===== config.mk =====
export PLATFORM = sky130hd
export DESIGN_NAME = regfile_wb_arbiter_flat
export DESIGN_NICKNAME = d
export VERILOG_FILES = /design/src/rtl/regfile_wb_arbiter_if.sv /design/src/rtl/regfile_wb_arbiter.sv /design/src/flat_wrapper.sv
export SDC_FILE = /design/constraint.sdc
export NUM_CORES = 1
export LEC_CHECK = 0
export ABC_AREA = 1
export BUFFER_PORTS_ARGS = -buffer_cell sky130_fd_sc_hd__buf_2
export CAP_MARGIN = 20
export CELL_PAD_IN_SITES_DETAIL_PLACEMENT = 0
export CELL_PAD_IN_SITES_GLOBAL_PLACEMENT = 2
export CORE_UTILIZATION = 30
export DETAILED_ROUTE_END_ITERATION = 10
export HOLD_SLACK_MARGIN = 0.06
export PLACE_DENSITY = 0.88
export SKIP_CTS_REPAIR_TIMING = 1
export SYNTH_ARGS = -nofsm -noshare
export SYNTH_HDL_FRONTEND = slang
export SYNTH_SLANG_ARGS = --single-unit

===== constraint.sdc =====
create_clock -name clk -period 2.25 [get_ports clk]
set_input_delay 0.45 -clock clk [delete_from_list [all_inputs] [get_ports clk]]
set_output_delay 0.45 -clock clk [all_outputs]
set_load 0.02 [all_outputs]

===== src/rtl/regfile_wb_arbiter_if.sv =====
// Writeback bus bundle for the register-file write-port arbiter.
// The slave modport faces the arbiter; the master modport faces the core/MDU side.
interface regfile_wb_arbiter_if;
    logic        pipe_wb_valid;
    logic [4:0]  pipe_wb_addr;
    logic [31:0] pipe_wb_data;
    logic        mdu_wb_valid;
    logic        mdu_wb_ready;
    logic [4:0]  mdu_wb_addr;
    logic [31:0] mdu_wb_data;
    logic        issue_valid;
    logic [4:0]  issue_rd;
    logic [4:0]  rs1_addr;
    logic [4:0]  rs2_addr;
    logic        rs1_busy;
    logic        rs2_busy;
    logic        stall_req;
    logic        RegWrite;
    logic [4:0]  WriteAddr;
    logic [31:0] WriteData;

    modport slave (
        input  pipe_wb_valid, pipe_wb_addr, pipe_wb_data,
        input  mdu_wb_valid, mdu_wb_addr, mdu_wb_data,
        input  issue_valid, issue_rd, rs1_addr, rs2_addr,
        output mdu_wb_ready, rs1_busy, rs2_busy, stall_req,
        output RegWrite, WriteAddr, WriteData
    );

    modport master (
        output pipe_wb_valid, pipe_wb_addr, pipe_wb_data,
        output mdu_wb_valid, mdu_wb_addr, mdu_wb_data,
        output issue_valid, issue_rd, rs1_addr, rs2_addr,
        input  mdu_wb_ready, rs1_busy, rs2_busy, stall_req,
        input  RegWrite, WriteAddr, WriteData
    );
endinterface


===== src/rtl/regfile_wb_arbiter.sv =====
// Merges pipeline WB and MDU results onto the single register-file write port,
// and keeps a pending-destination scoreboard for MDU RAW hazard detection.
module regfile_wb_arbiter #(
    parameter int MAX_WAIT = 4
) (
    input  logic                  clk,
    input  logic                  rst,
    regfile_wb_arbiter_if.slave   bus
);
    localparam int CW = $clog2(MAX_WAIT) + 1;

    typedef enum logic [1:0] {IDLE, HELD, FORCE} state_t;

    state_t        state, state_next;
    logic [CW-1:0] wait_cnt, wait_cnt_next;
    logic [4:0]    hold_addr;
    logic [31:0]   hold_data;
    logic          hold_load;
    logic [31:0]   pending, pending_next;
    logic          we_next;
    logic [4:0]    waddr_next;
    logic [31:0]   wdata_next;
    logic          clr_valid;
    logic [4:0]    clr_addr;
    logic          reg_write;
    logic [4:0]    write_addr;
    logic [31:0]   write_data;

    assign bus.mdu_wb_ready = (state == IDLE);
    assign bus.stall_req    = (state == FORCE);
    assign bus.RegWrite     = reg_write;
    assign bus.WriteAddr    = write_addr;
    assign bus.WriteData    = write_data;
    assign bus.rs1_busy     = pending[bus.rs1_addr];
    assign bus.rs2_busy     = pending[bus.rs2_addr];

    always_comb begin
        state_next    = state;
        wait_cnt_next = wait_cnt;
        hold_load     = 1'b0;
        we_next       = 1'b0;
        waddr_next    = 5'd0;
        wdata_next    = 32'd0;
        clr_valid     = 1'b0;
        clr_addr      = 5'd0;

        // The pipeline owns the port whenever it is valid, even for a discarded x0 write.
        if (bus.pipe_wb_valid && (bus.pipe_wb_addr != 5'd0)) begin
            we_next    = 1'b1;
            waddr_next = bus.pipe_wb_addr;
            wdata_next = bus.pipe_wb_data;
        end

        case (state)
            IDLE: begin
                if (bus.mdu_wb_valid && (bus.mdu_wb_addr != 5'd0)) begin
                    if (bus.pipe_wb_valid) begin
                        hold_load     = 1'b1;
                        wait_cnt_next = '0;
                        state_next    = HELD;
                    end else begin
                        we_next    = 1'b1;
                        waddr_next = bus.mdu_wb_addr;
                        wdata_next = bus.mdu_wb_data;
                        clr_valid  = 1'b1;
                        clr_addr   = bus.mdu_wb_addr;
                    end
                end
            end
            HELD, FORCE: begin
                if (!bus.pipe_wb_valid) begin
                    we_next       = 1'b1;
                    waddr_next    = hold_addr;
                    wdata_next    = hold_data;
                    clr_valid     = 1'b1;
                    clr_addr      = hold_addr;
                    wait_cnt_next = '0;
                    state_next    = IDLE;
                end else if (state == HELD) begin
                    if (wait_cnt == CW'(MAX_WAIT - 1)) begin
                        state_next = FORCE;
                    end
                    if (wait_cnt < CW'(MAX_WAIT)) begin
                        wait_cnt_next = wait_cnt + CW'(1);
                    end
                end
            end
            default: begin
                state_next = IDLE;
            end
        endcase
    end

    // A new issue to the same register on the clearing edge must stay pending.
    always_comb begin
        pending_next = pending;
        if (clr_valid) begin
            pending_next[clr_addr] = 1'b0;
        end
        if (bus.issue_valid && (bus.issue_rd != 5'd0)) begin
            pending_next[bus.issue_rd] = 1'b1;
        end
        pending_next[0] = 1'b0;
    end

    always_ff @(posedge clk or negedge rst) begin
        if (!rst) begin
            state      <= IDLE;
            wait_cnt   <= '0;
            hold_addr  <= 5'd0;
            hold_data  <= 32'd0;
            pending    <= 32'd0;
            reg_write  <= 1'b0;
            write_addr <= 5'd0;
            write_data <= 32'd0;
        end else begin
            state      <= state_next;
            wait_cnt   <= wait_cnt_next;
            pending    <= pending_next;
            reg_write  <= we_next;
            write_addr <= waddr_next;
            write_data <= wdata_next;
            if (hold_load) begin
                hold_addr <= bus.mdu_wb_addr;
                hold_data <= bus.mdu_wb_data;
            end
        end
    end
endmodule

===== src/flat_wrapper.sv =====
// flat-port wrapper written by rule: the top's interface ports become plain ports
module regfile_wb_arbiter_flat 
#(
    parameter int MAX_WAIT = 4
)
  (clk, rst, bus_pipe_wb_valid, bus_pipe_wb_addr, bus_pipe_wb_data, bus_mdu_wb_valid, bus_mdu_wb_addr, bus_mdu_wb_data, bus_issue_valid, bus_issue_rd, bus_rs1_addr, bus_rs2_addr, bus_mdu_wb_ready, bus_rs1_busy, bus_rs2_busy, bus_stall_req, bus_RegWrite, bus_WriteAddr, bus_WriteData);
  regfile_wb_arbiter_if bus_i ();
  input  logic clk;
  input  logic rst;
  input wire logic [$bits(bus_i.pipe_wb_valid)-1:0] bus_pipe_wb_valid;
  input wire logic [$bits(bus_i.pipe_wb_addr)-1:0] bus_pipe_wb_addr;
  input wire logic [$bits(bus_i.pipe_wb_data)-1:0] bus_pipe_wb_data;
  input wire logic [$bits(bus_i.mdu_wb_valid)-1:0] bus_mdu_wb_valid;
  input wire logic [$bits(bus_i.mdu_wb_addr)-1:0] bus_mdu_wb_addr;
  input wire logic [$bits(bus_i.mdu_wb_data)-1:0] bus_mdu_wb_data;
  input wire logic [$bits(bus_i.issue_valid)-1:0] bus_issue_valid;
  input wire logic [$bits(bus_i.issue_rd)-1:0] bus_issue_rd;
  input wire logic [$bits(bus_i.rs1_addr)-1:0] bus_rs1_addr;
  input wire logic [$bits(bus_i.rs2_addr)-1:0] bus_rs2_addr;
  output wire logic [$bits(bus_i.mdu_wb_ready)-1:0] bus_mdu_wb_ready;
  output wire logic [$bits(bus_i.rs1_busy)-1:0] bus_rs1_busy;
  output wire logic [$bits(bus_i.rs2_busy)-1:0] bus_rs2_busy;
  output wire logic [$bits(bus_i.stall_req)-1:0] bus_stall_req;
  output wire logic [$bits(bus_i.RegWrite)-1:0] bus_RegWrite;
  output wire logic [$bits(bus_i.WriteAddr)-1:0] bus_WriteAddr;
  output wire logic [$bits(bus_i.WriteData)-1:0] bus_WriteData;
  assign bus_i.pipe_wb_valid = bus_pipe_wb_valid;
  assign bus_i.pipe_wb_addr = bus_pipe_wb_addr;
  assign bus_i.pipe_wb_data = bus_pipe_wb_data;
  assign bus_i.mdu_wb_valid = bus_mdu_wb_valid;
  assign bus_i.mdu_wb_addr = bus_mdu_wb_addr;
  assign bus_i.mdu_wb_data = bus_mdu_wb_data;
  assign bus_i.issue_valid = bus_issue_valid;
  assign bus_i.issue_rd = bus_issue_rd;
  assign bus_i.rs1_addr = bus_rs1_addr;
  assign bus_i.rs2_addr = bus_rs2_addr;
  assign bus_mdu_wb_ready = bus_i.mdu_wb_ready;
  assign bus_rs1_busy = bus_i.rs1_busy;
  assign bus_rs2_busy = bus_i.rs2_busy;
  assign bus_stall_req = bus_i.stall_req;
  assign bus_RegWrite = bus_i.RegWrite;
  assign bus_WriteAddr = bus_i.WriteAddr;
  assign bus_WriteData = bus_i.WriteData;
  regfile_wb_arbiter #(.MAX_WAIT(MAX_WAIT)) u_core (.clk(clk), .rst(rst), .bus(bus_i));
endmodule

## Word-level counts from Yosys, hierarchy flattened

Cells that the tools add are included.

| operators by class | value |
|---|---|
| add/subtract/negate cells | 1 |
| magnitude comparators | 7 |
| equality and inequality tests | 8 |
| multiplexer cells | 46 |
| bitwise logic cells | 3 |
| reduce and logical (&&, ||, !) cells | 13 |

Operators with widths:

| kind | number |
|---|---|
| 2-to-1 mux 32 bit | 6 |
| case mux 32 bit (2 select lines) | 1 |
| 2-to-1 mux 5 bit | 7 |
| bitwise AND 32 bit | 1 |
| inverter 32 bit | 1 |
| bitwise OR 32 bit | 1 |
| less-than comparator 5 x 6 -> 1 bit, second input constant | 4 |
| case mux 5 bit (2 select lines) | 2 |
| 2-to-1 mux 3 bit | 5 |
| nonzero test 5 bit | 3 |
| 2-to-1 mux 1 bit | 12 |
| binary-select mux 1 bit (select 5 bit) | 2 |
| demux 1 bit (select 5 bit) | 2 |
| >= comparator 5 x 1 -> 1 bit, second input constant | 2 |
| 2-to-1 mux 2 bit | 5 |
| != test 3 x 2 -> 1 bit, second input constant | 3 |
| case mux 3 bit (2 select lines) | 1 |
| logical AND 1 bit | 5 |
| AND reduction 5 bit | 1 |
| case mux 1 bit (2 select lines) | 2 |
| case mux 2 bit (2 select lines) | 1 |
| AND reduction 4 bit | 1 |
| adder 3 x 1 -> 3 bit, second input constant | 1 |
| equality test 3 x 2 -> 1 bit, second input constant | 1 |
| other kinds (8) | 8 |

| storage, ports and cells | value |
|---|---|
| bits in registers | 111 |

## Longest topological paths before layout

| depth | value |
|---|---|
| depth after elaboration | 13 |
| mapped depth | 13 |
| gate-level depth less buffers | 13 |

## Worst setup path after synthesis

OpenSTA, ideal clock, no wires.

| timing path | value |
|---|---|
| path kind | reg-to-reg |
| start | register u_core.state[0] |
| end | register u_core.pending[3] |
| arrival time | 1.729 ns |
| path slack | 0.404 ns |
| cell stages (with the launch flop) | 13 |
| buffers on the path | 1 |
| clock period less this slack | 1.846 ns |
| cells stage by stage | dfrtp_1 -> inv_1 -> ha_1 -> buf_2 -> nand2_4 -> inv_2 -> nand4_1 -> nand2_2 -> nand2_2 -> nor2_4 -> nand2_1 -> nand2_1 -> nand2_1 |

| on the way | value |
|---|---|
| elaborated cells on any way between the ends | 16 |

RTL lines:

| element | RTL line | text |
|---|---|---|
| from (decl) | regfile_wb_arbiter.sv:14 | `state_t state, state_next;` |
| from (signal assigned) | regfile_wb_arbiter.sv:117 | `state <= state_next;` |
| zero test 2 bit (*) | n/a |  |
| via bus_mdu_wb_ready | flat_wrapper.sv:20 | `output wire logic [$bits(bus_i.mdu_wb_ready)-1:0] bus_mdu_wb_ready;` |
| case mux 5 bit (2 select lines) | regfile_wb_arbiter.sv:54 | `case (state)` |
| less-than comparator 5 x 6 -> 1 bit (implied by the code) / >= comparator 5 x 1 -> 1 bit (equally long branches) | regfile_wb_arbiter.sv:98 | `pending_next[clr_addr] = 1'b0;` |
| logical AND 1 bit (implied by the code) | regfile_wb_arbiter.sv:98 |  |
| 2-to-1 mux 1 bit (implied by the code) | regfile_wb_arbiter.sv:98 |  |
| demux 1 bit (select 5 bit) | n/a |  |
| inverter 32 bit (no source line) | n/a |  |
| bitwise AND 32 bit (no source line) | n/a |  |
| 2-to-1 mux 32 bit (*) | regfile_wb_arbiter.sv:97 | `if (clr_valid) begin` |
| bitwise OR 32 bit (no source line) | n/a |  |
| 2-to-1 mux 32 bit (*) | regfile_wb_arbiter.sv:100 | `if (bus.issue_valid && (bus.issue_rd != 5'd0)) begin` |
| via u_core.pending_next[3] | regfile_wb_arbiter.sv:19 | `logic [31:0] pending, pending_next;` |
| to (signal assigned) | regfile_wb_arbiter.sv:119 | `pending <= pending_next;` |
| to (decl) | regfile_wb_arbiter.sv:19 |  |

The timed path passes the listed nets; every way through them passes the cells marked *.
A chain may end at the register's enable or synchronous reset.

## Worst setup path in the final report

| timing path | value |
|---|---|
| start | input bus_rs2_addr[0] |
| end | output bus_rs2_busy |

| on the way | value |
|---|---|
| cells in the longest elaborated chain, start to end | 2 |

RTL lines:

| element | RTL line | text |
|---|---|---|
| from (decl) | flat_wrapper.sv:19 | `input wire logic [$bits(bus_i.rs2_addr)-1:0] bus_rs2_addr;` |
| binary-select mux 1 bit (select 5 bit) | regfile_wb_arbiter.sv:35 | `assign bus.rs2_busy = pending[bus.rs2_addr];` |
| 2-to-1 mux 1 bit (implied by the code) | regfile_wb_arbiter.sv:35 |  |
| to (decl) | flat_wrapper.sv:22 | `output wire logic [$bits(bus_i.rs2_busy)-1:0] bus_rs2_busy;` |

No other way between the ends. The select of a mux whose other input is x is not followed.

==> out/summary.txt <==
Fin cells: 1154
PwrDens: 1159 nW/um^2
Pre-CTS WS: 0.1609 ns
CP cell instances: clkbuf_4 -> inv_2 -> nand2_1 -> nand3_1 -> nand2_1 -> a21oi_1 -> o31ai_1 -> nand2_1 -> nand2_1 -> nand2_1 -> buf_2
Overall Global Routing Usage: 0.1733
Most common cell after layout, fill and taps aside: nand2_1
Compound-gate portion of the synthesized area: 0.1070
Worst hold path type: in -> async
DR iter-0 viols: 313
WS Path Type: in -> out
Post-route cell area: 7107 sq um
Crit. End Element: output port
DRT Wirelength: 16090 um
Post-Route Setup TNS: 0 ns
Largest net degree at the start of global routing: 49
Post-synth top area share: 0.4809
Synth Cell Area: 5776 sq um
Fin crit share: 0.9217
Via count: 5294
Global-route wire length before repair: 27190 um
Worst Clk Skew: 0.008059 ns
Worst-path clk slew: 0.08 ns
Vias in the first global route: 5291
Register area share after synthesis: 0.4809
Post-DP Area: 6799 sq um
Family with the most delay on the worst path: buffers and inverters
Final min period: 2.074 ns
Startpoint types: input pin
FF-to-FF Start: u_core.state[1]
DIE WIDTH: 140.8 um
Mapped Cells: 781
VDD IR-drop max: 0.4757 mV
Worst Tran Pin Value: 0.7091 ns
P_sw: 3.420 mW
RSZ-0062 raised after global routing: false
Worst path slowest cell: inv_2
CP bufs+invs: 3
I/O pins: 136
Clock power share: 0.186
Synth unique cells: 29
CP Max Fanout: 17
Num rows: 50
Hold slack: 0.06619 ns
Largest family of logic cells by synthesized area: simple AND/OR/NAND/NOR gates
Max-cap violations: 0
# DRC: 0
Post-Syn Nets: 881
Area leader, netlist: dfrtp_1
Min setup slack post-route: 0.1762 ns
Core box area: 18770 sq um
Setup violators final: 0
Syn Area/Cell: 7.395 sq um
Commonest non-fill, non-tap cells in the layout: nand2_1, buf_2, dfrtp_1
Layout cells sized above 1: 0.2185
CTS tree: built
Adder-cell share of the synthesized area: 0.01300
Yosys warns: 0
Combinational power share: 0.403
Switching share of power: 0.4153
Post-synthesis mux area share: 0.005849
Post-route ant nets: 0
Top cells by area, synth: dfrtp_1, nand2_1, o21ai_0, nand3_1, inv_1
Worst reg2reg setup slack: 0.27 ns
Required time worst endpoint: 1.80 ns
Power Internal: 4.815 mW
Final #Nets: 1015
Die area: 19810 sq um
Leakage: 3.814 nW
Wire per inst: 13.94 um
Root buffer cell: clkbuf_16
Final core utilization: 0.3787
GP Congestion: 0.8266
Yosys reg bits: 111
Pwr Total: 8.234 mW
Crit path DAT: 1.62 ns
I/O Buffers: 135
Fmax: 482.2 MHz
Clock buffer depth: 2
Clock latency at the later pin of the worst-skew pair: 0.35 ns
Status: finished clean
Antenna violations before repair: 2
Clk sinks: 111
CP max stage delay: 0.22 ns
Vias/cell: 4.588
Flop pwr share: 0.411
Pins Over Slew Limit: 0
Final hold vios: 0
Cell mode on critical path: nand2_1
Placed Cells: 1136
Total grt overflow: 0
Initial core utilization: 0.3077
Post-DP HPWL: 12040 um
Worst Setup SP: bus_rs2_addr[0]
Synth-to-layout area growth: 23.05%
DR pass1 iterations: 9
CTS H-tree depth: 3
Xor and xnor area share after synthesis: 0
Slew headroom: 0.5236
Num CTS Buffers: 9
Post-synthesis simple-gate area fraction: 0.3211
Die Y: 140.8 um
N_diodes: 0
==> flip-flops by register name (all words and copies together) (netlist names) <==
register and cells:
u_core.bus.RegWrite 1, u_core.pending 31, u_core.wait_cnt 3, u_core.hold_data 32, u_core.bus.WriteAddr 5, u_core.bus.WriteData 32
u_core.hold_addr 5, u_core.state 2
==> layer usage <==
metal,global-route usage,share of wire,up-vias,wire [um]
li1,-,-,2755,-
met1,0.2248,0.46,2386,7346
met2,0.2909,0.47,134,7618
met3,0.03872,0.058,15,926
met4,0.04577,0.011,4,170
met5,0,0.0017,-,27
==> path summary, 6_finish.rpt <==
path / endpoint / cells past startpoint
worst max-delay path: bus_rs2_busy / 11
worst min-delay path: u_core.bus.WriteData[19] / 1
worst max register to register: u_core.pending[16] / 13
worst min register to register: u_core.pending[6] / 2
max in group asynchronous: u_core.pending[19] / 2
min in group clk: u_core.bus.WriteData[5] / 3
==> cell families (layout without fill, tap and decap cells) <==
family          count (synthesis)  in the layout
compound gates                118            118
flops                         111            111
mux                             3              3
fa+ha+maj                       6              6
simple gates                  439            439
buf+inv                       104            243
==> synth_stat cells, drive strengths merged <==
| cell | n |
|---|---|
| o211ai | 4 |
| dfrtp | 111 |
| nor3 | 13 |
| nand4 | 9 |
| clkinv | 3 |
| inv | 70 |
| mux2 | 3 |
| buf | 14 |
| a21oi | 15 |
| nand2 | 325 |
| or2 | 1 |
| o21a | 1 |
| nand3 | 61 |
| ha | 6 |
| nor2 | 30 |
| clkbuf | 17 |
| o21ai | 92 |
| o31ai | 6 |
==> power groups by stage <==
| stage | combinational, mW | sequential [mW] | clock [mW] |
|---|---|---|---|
| 2_1_floorplan | 1.85 | 3.68 | 0 |
| 3_3_place_gp | 3.29 | 3.41 | 0 |
| 3_5_place_dp | 3.33 | 3.41 | 0 |
| 4_1_cts | 3.34 | 3.38 | 1.58 |
| 5_1_grt | 3.80 | 3.49 | 1.65 |
| 6_report | 3.32 | 3.39 | 1.53 |
==> cell type report <==
class / instances / area, sq um
inverters: 73 / 279.0
well taps: 234 / 292.8
clock buffers: 11 / 232.7
multi-input cells: 566 / 2584
clock inverters: 5 / 42.54
flip-flops and latches: 111 / 2778
repair buffers: 154 / 898.4
fillers: 2029 / 11660
Note: power is estimated with default switching activity, not from simulation.
